<file path="src/rtl/apb_timer.sv">
// rtl/apb_timer.sv - APB timer: 32-bit prescaled up-counter with compare match and level irq
module apb_timer #(
    parameter int PRESCALE_W = 16
) (
    input  logic        clk,
    input  logic        n_rst,
    input  logic        psel,
    input  logic        PENABLE,
    input  logic        PWRITE,
    input  logic [31:0] PADDR,
    input  logic [31:0] PWDATA,
    output logic [31:0] PRDATA,
    output logic        irq
);

    localparam logic [2:0] A_CTRL     = 3'd0;
    localparam logic [2:0] A_PRESCALE = 3'd1;
    localparam logic [2:0] A_COMPARE  = 3'd2;
    localparam logic [2:0] A_COUNT    = 3'd3;
    localparam logic [2:0] A_STATUS   = 3'd4;

    logic [2:0]            ctrl_q, ctrl_d;
    logic [PRESCALE_W-1:0] prescale_q, prescale_d;
    logic [PRESCALE_W-1:0] pcnt_q, pcnt_d;
    logic [31:0]           compare_q, compare_d;
    logic [31:0]           count_q, count_d;
    logic                  match_q, match_d;

    logic       wr_en;
    logic       cnt_wr;
    logic       tick;
    logic       hit;
    logic [2:0] addr;
    logic       unused_addr_bits;

    assign unused_addr_bits = ^{PADDR[31:5], PADDR[1:0]};
    assign irq = match_q & ctrl_q[2];

    always_comb begin
        addr       = PADDR[4:2];
        wr_en      = psel & PENABLE & PWRITE;
        cnt_wr     = wr_en && (addr == A_COUNT);
        ctrl_d     = ctrl_q;
        prescale_d = prescale_q;
        compare_d  = compare_q;
        count_d    = count_q;
        match_d    = match_q;

        tick = ctrl_q[0] && (pcnt_q == prescale_q);
        // A bus load of COUNT on a tick edge suppresses the match evaluation entirely.
        hit  = tick && !cnt_wr && (count_q == compare_q);

        if (!ctrl_q[0] || tick) begin
            pcnt_d = '0;
        end else begin
            pcnt_d = pcnt_q + PRESCALE_W'(1);
        end

        if (tick && !cnt_wr) begin
            if (hit) begin
                if (ctrl_q[1]) begin
                    count_d = '0;
                end else begin
                    ctrl_d[0] = 1'b0;
                end
            end else begin
                count_d = count_q + 32'd1;
            end
        end

        if (wr_en) begin
            case (addr)
                A_CTRL: begin
                    ctrl_d = PWDATA[2:0];
                    pcnt_d = '0;
                end
                A_PRESCALE: begin
                    prescale_d = PWDATA[PRESCALE_W-1:0];
                    pcnt_d     = '0;
                end
                A_COMPARE: compare_d = PWDATA;
                A_COUNT:   count_d   = PWDATA;
                A_STATUS:  if (PWDATA[0]) match_d = 1'b0;
                default: ;
            endcase
        end

        if (hit) begin
            match_d = 1'b1;
        end
    end

    always_ff @(posedge clk) begin
        if (!n_rst) begin
            ctrl_q     <= '0;
            prescale_q <= '0;
            pcnt_q     <= '0;
            compare_q  <= '0;
            count_q    <= '0;
            match_q    <= 1'b0;
        end else begin
            ctrl_q     <= ctrl_d;
            prescale_q <= prescale_d;
            pcnt_q     <= pcnt_d;
            compare_q  <= compare_d;
            count_q    <= count_d;
            match_q    <= match_d;
        end
    end

    always_comb begin
        PRDATA = '0;
        if (psel && !PWRITE) begin
            case (addr)
                A_CTRL:     PRDATA = {29'd0, ctrl_q};
                A_PRESCALE: PRDATA = 32'(prescale_q);
                A_COMPARE:  PRDATA = compare_q;
                A_COUNT:    PRDATA = count_q;
                A_STATUS:   PRDATA = {31'd0, match_q};
                default:    PRDATA = '0;
            endcase
        end
    end

endmodule

</file>
<file path="config.mk">
export PLATFORM = sky130hd
export DESIGN_NAME = apb_timer
export DESIGN_NICKNAME = d
export VERILOG_FILES = /design/src/rtl/apb_timer.sv
export SDC_FILE = /design/constraint.sdc
export NUM_CORES = 1
export LEC_CHECK = 0
export ABC_AREA = 1
export ABC_CLOCK_PERIOD_IN_PS = 5500
export CAP_MARGIN = 0
export CORE_MARGIN = 5
export CORE_UTILIZATION = 35
export DETAILED_ROUTE_END_ITERATION = 8
export PLACE_DENSITY_LB_ADDON = 0.05
export REMOVE_ABC_BUFFERS = 1
export SETUP_SLACK_MARGIN = 0.02
export SLEW_MARGIN = 15
export SYNTH_ARGS = -nofsm -noshare
export SYNTH_HDL_FRONTEND = slang
export SYNTH_SLANG_ARGS = --single-unit
</file>
<file path="constraint.sdc">
create_clock -name clk -period 5.5 [get_ports clk]
set_clock_uncertainty 0.15 [all_clocks]
set_input_delay 1.375 -clock clk [delete_from_list [all_inputs] [get_ports clk]]
set_output_delay 1.375 -clock clk [all_outputs]
set_load 0.005 [all_outputs]
</file>
Word-level counts from Yosys, hierarchy flattened
Index checks and enable logic that the tools add are counted.
{"block": "word_totals", "register_bits": 100, "in_bits": 69, "wordCells": 55}
{"block": "classes", "addsub": 2, "eq_ne": 6, "n_mux": 19, "bitwise_logic": 3, "n_reduce_logical": 18}
{"op": "2-to-1 mux 32 bit", "count": 6}
{"op": "one-hot mux 32 bit (5 select lines)", "count": 1}
{"op": "2-to-1 mux 16 bit", "count": 3}
{"op": "adder 32 x 1 -> 32 bit (second input constant)", "count": 1}
{"op": "== test 32 bit", "count": 1}
{"op": "adder 16 x 1 -> 16 bit (second input constant)", "count": 1}
{"op": "== test 16 bit", "count": 1}
{"op": "2-to-1 mux 1 bit", "count": 9}
{"op": "== test 3 x 2 -> 1 bit (second input constant)", "count": 2}
{"op": "AND reduction 2 bit", "count": 3}
{"op": "nonzero test 2 bit", "count": 3}
{"op": "logical AND 1 bit", "count": 5}
{"op": "bitwise AND 1 bit", "count": 3}
{"op": "== test 3 x 1 -> 1 bit (second input constant)", "count": 1}
{"op": "== test 3 bit (second input constant)", "count": 1}
{"op": "zero test 1 bit", "count": 3}
{"op": "zero test 3 bit", "count": 1}
{"op": "AND reduction 3 bit", "count": 1}
{"op": "OR reduction 2 bit", "count": 1}
{"op": "logical OR 1 bit", "count": 1}

Longest topological paths before layout
{"block": "logic_depth", "word_depth": 10, "mapped_depth": 14, "mapped_depth_nobuf": 14}

Least setup slack after synthesis
Ideal clock, no wire load.
{"block": "synth_timing", "kind": "input to output", "startpoint": "input PADDR[4]", "endpoint": "output PRDATA[13]", "arrival_time_ns": 2.441, "setup_slack_ns": 1.534, "cell_stages": 7, "cell_sequence": "buf_2 nor3_4 clkbuf_1 a22oi_1 o21ai_0 nand2_1 inv_1"}
{"block": "synth_via", "elab_chain_len": 3, "elab_cells_between_ends": 7}
{"element": "start: declaration", "line_no": "10", "rtl": "input logic [31:0] PADDR,"}
{"element": "== test 3 bit, or another cell as far along", "line_no": "114", "rtl": "case (addr)"}
{"element": "one-hot mux 32 bit (5 select lines) *", "line_no": "114"}
{"element": "2-to-1 mux 32 bit *", "line_no": "113", "rtl": "if (psel && !PWRITE) begin"}
{"element": "end: declaration", "line_no": "12", "rtl": "output logic [31:0] PRDATA,"}
Every way passes the cells marked *; elsewhere a longest branch is shown, timed or not.

Worst setup path in the final report
{"block": "layout_timing", "startpoint": "input PADDR[4]", "endpoint": "output PRDATA[14]"}
Same word-level chain as after synthesis.

==> results.toml <==
[worst_hold_path]
worst_hold_path_type = "register to register"
min_path_cells = 1
launch_point_of_the_worst_hold_path = "pcnt_q[0]$_SDFF_PN0_"
hold_path_end = "pcnt_q[0]$_SDFF_PN0_"

[timing]
min_period_ns = 4.98
setup-violations-final = 0
worst_pin_slew_ns = 0.867
finalHoldViolCount = 0
finalMaxSlewViolations = 0
fmax_mhz = 201
fin_tns_setup_ns = 0
maxSlewHeadroom_pct = 42.1
min_period_over_period_pct = 90.5
rsz_0062_raised_after_global_routing = "false"

[critical_path]
worst-path-stages = 8
worstPathMaxFanout = 27
r2r-end = "count_q[31]$_SDFF_PN0_"
critical_path_start_type = "primary input"
rr_worst_depth = 10
crit_path_end_kind = "output port"
crit_path_top_delay_cell = "sky130_fd_sc_hd__clkdlybuf4s50_1"
critical_path_required_ns = 3.97
r2r_setup_slack_ns = 2.63
crit_path_max_incr_delay_ns = 0.58
critical_path.n_buffers_inverters = 5
critical_path.reg2reg.startpoint = "count_q[12]$_SDFF_PN0_"
worstSetupPathType = "primary input to output port"
path_common_cell = "sky130_fd_sc_hd__clkdlybuf4s50_1"
critPathTopFamily = "buffers and inverters"
cp_data_arrival_time_ns = 3.45
critical_path.cell_chain = "clkdlybuf4s50_1, nor3_4, buf_12, inv_2, o22ai_1, o21ai_0, inv_1, clkdlybuf4s50_1"

[final_layout]
most-common-layout-cells = "sky130_fd_sc_hd__nand2_1 (254), sky130_fd_sc_hd__nor2_1 (176), sky130_fd_sc_hd__inv_1 (107)"
antenna_cells_inserted = 0
multi_input_area_sq_um = 3990
mostFrequentLayoutCell = "sky130_fd_sc_hd__nand2_1"
final_nets = 1217
nFillCells = 2172
regArea_sq_um = 2000
finish.utilization_pct = 41.3
area_growth_syn_to_layout_pct = 17.5
share_of_cells_above_drive_strength_1_pct = 6.86

[detailed_routing]
detail_route.first_pass.iterations = 5
initialDrtViolationCount = 311
detail_route.wl_per_cell_um = 15.8
post_drt_via_cell_ratio = 4.85
aggregate_routed_wire_length_mm = 22.3
remaining_drc_errors = 0
routed-via-count = 6872
final_antenna_net_count = 0

[pwr]
p_leak_nw = 3.38
cell_internal_pwr_w = 0.00122
powerDensity_nw_per_um2 = 211
power.share.combinational_pct = 13.0
vdd_ir_drop_max_v = 0.000143
power.clock.fraction_pct = 42.7
switching_part_of_the_total_pct = 27.7
power.share.sequential_pct = 44.4
switchingPower_w = 0.000466

[global_route]
grt_start_max_net_pins = 85
track_usage_pct = 20.5
grt_use_met3_pct = 3.04
grt_antenna_before_repair = 0
first_global_vias = 6627
globalRouteMet1Util_pct = 26.7
grt.overflow.total = 0
grt_first_pass_wirelength_mm = 36.1
gr-usage-met2_pct = 35.4
grt-busiest-layer = "met2"

[clocking]
numCtsBuffers = 9
ctsRootBufferMaster = "sky130_fd_sc_hd__clkbuf_16"
cts_buffer_depth = 2
insertion_delay_ns = 0.36
clkSinkCount = 100
post-cts-setup-buffers = 0
cts_resized = 0
path_clk_slew_ns = 0.07
tritoncts = "yes"
htreeDepth = 3
cts_hold_buf = 0

[die]
dieArea_sq_um = 22200
floorplan.initialDensity_pct = 35.2
die_x_um = 149
die_height_um = 149
num_rows = 51
area_inside_the_core_boundary_sq_um = 19300
ios = 102

[logic_synthesis]
number_of_library_cell_types_mapped_by_synthesis = 39
post_synth_instance_area_sq_um = 6780
ys_warn_count = 0
netlist_top_cells_area = "sky130_fd_sc_hd__dfxtp_1 (30%), sky130_fd_sc_hd__nand2_1 (14%), sky130_fd_sc_hd__nor2_1 (9.7%)"
synth_largest_type_area_fraction_pct = 29.5
synth_area_per_cell_sq_um = 6.11
synth_seq_area_share_pct = 29.5
cell_type_contributing_the_most_total_cell_area_after_synthesis = "sky130_fd_sc_hd__dfxtp_1"
syn-instance-count = 1109
flip_flop_and_latch_count_after_synthesis = 100

[run]
maxCapViolCount = 0

[placement]
dp_hpwl_mm = 16.5
globalplace.congestion = 0.893
numPortBuffers = 72

[outcome]
run_status = "finished, final reports clean"
metrics by stage:
| step | std cells | area (sq um) | setup WS [ns] | total power, W | hold WS, ns |
|---|---|---|---|---|---|
| floorplan | 1052 | 6500 | 1.35 | 0.000879 | 0.290 |
| global placement | 1400 | 7640 | 0.531 | 0.000984 | 0.309 |
| detailed placement | 1400 | 7640 | 0.521 | 0.000984 | 0.309 |
| CTS | 1416 | 7970 | 0.522 | 0.00170 | 0.339 |
| global route | 1416 | 7970 | 0.427 | 0.00176 | 0.368 |
| finish | 1416 | 7970 | 0.523 | 0.00168 | 0.331 |
state kept, by name, indices dropped and copies added, names as in the netlist:
register and count:
count_q 32, match_q 1, pcnt_q 16, prescale_q 16
ctrl_q 3, compare_q 32
metal layers:
layer / up-vias / share of wire, %
li1: 3636 / -
met1: 3082 / 47
met2: 129 / 48
met3: 25 / 3.5
met4: 0 / 1.8
met5: - / 0
worst reg2reg max path, cell delays in order (launching register included):
cell,delay (ns)
sky130_fd_sc_hd__dfxtp_1,0.55
sky130_fd_sc_hd__nand2_1,0.11
sky130_fd_sc_hd__nand2_1,0.16
sky130_fd_sc_hd__nand2_1,0.08
sky130_fd_sc_hd__nor2_1,0.08
sky130_fd_sc_hd__nand2_1,0.07
sky130_fd_sc_hd__nor2_1,0.22
sky130_fd_sc_hd__nand3_2,0.50
sky130_fd_sc_hd__nand2_1,0.57
sky130_fd_sc_hd__o21ai_0,0.17
sky130_fd_sc_hd__a21oi_1,0.14
synth_stat cells (all sizes together):
cell,instances
a21oi,69
nand2,257
ha,2
a22oi,23
nor3,34
o22ai,5
a221oi,4
o21ai,102
nor2,186
nor2b,1
clkbuf,27
nand3b,1
nor4,3
o32ai,1
nand4,14
xor2,27
inv,133
clkinv,1
nor3b,1
o21bai,5
a31oi,2
nand3,60
xnor2,19
dfxtp,100
o221ai,2
buf,30
cell families (layout without fill, tap and decap cells):
logic type | count (synthesis) | after routing | synth area share, %
buf+inv | 191 | 233 | 11.5
flops | 100 | 100 | 29.5
xor+xnor | 46 | 46 | 5.94
simple gates | 557 | 557 | 35.3
compound gates | 213 | 213 | 17.3
fa+ha+maj | 2 | 2 | 0.369
worst max-delay path by stage:
stage	end	slack, ns	startpoint
global route	PRDATA[9]	0.43	PADDR[4]
detailed placement	PRDATA[14]	0.52	PADDR[4]
CTS	PRDATA[14]	0.52	PADDR[4]
finish	PRDATA[14]	0.52	PADDR[4]
floorplan	PRDATA[0]	1.35	PADDR[3]
global placement	PRDATA[14]	0.53	PADDR[4]
power by group through the flow:
stage	Combinational (W)	Sequential [W]	Clock [W]
detailed placement	0.000220	0.000764	0
floorplan	0.000119	0.000760	0
global route	0.000243	0.000749	0.000763
global placement	0.000220	0.000764	0
finish	0.000218	0.000747	0.000718
CTS	0.000221	0.000747	0.000736
area by class of cell:
type / instances / area share [%]
tap: 265 / 4.16
sequential: 100 / 25.1
clock inverter: 6 / 1.08
timing repair buffer: 83 / 10.2
inverter: 134 / 6.31
multi-input combinational: 818 / 50.1
clock buffer: 10 / 3.00
No activity file was read; power rests on OpenSTA's default activity.
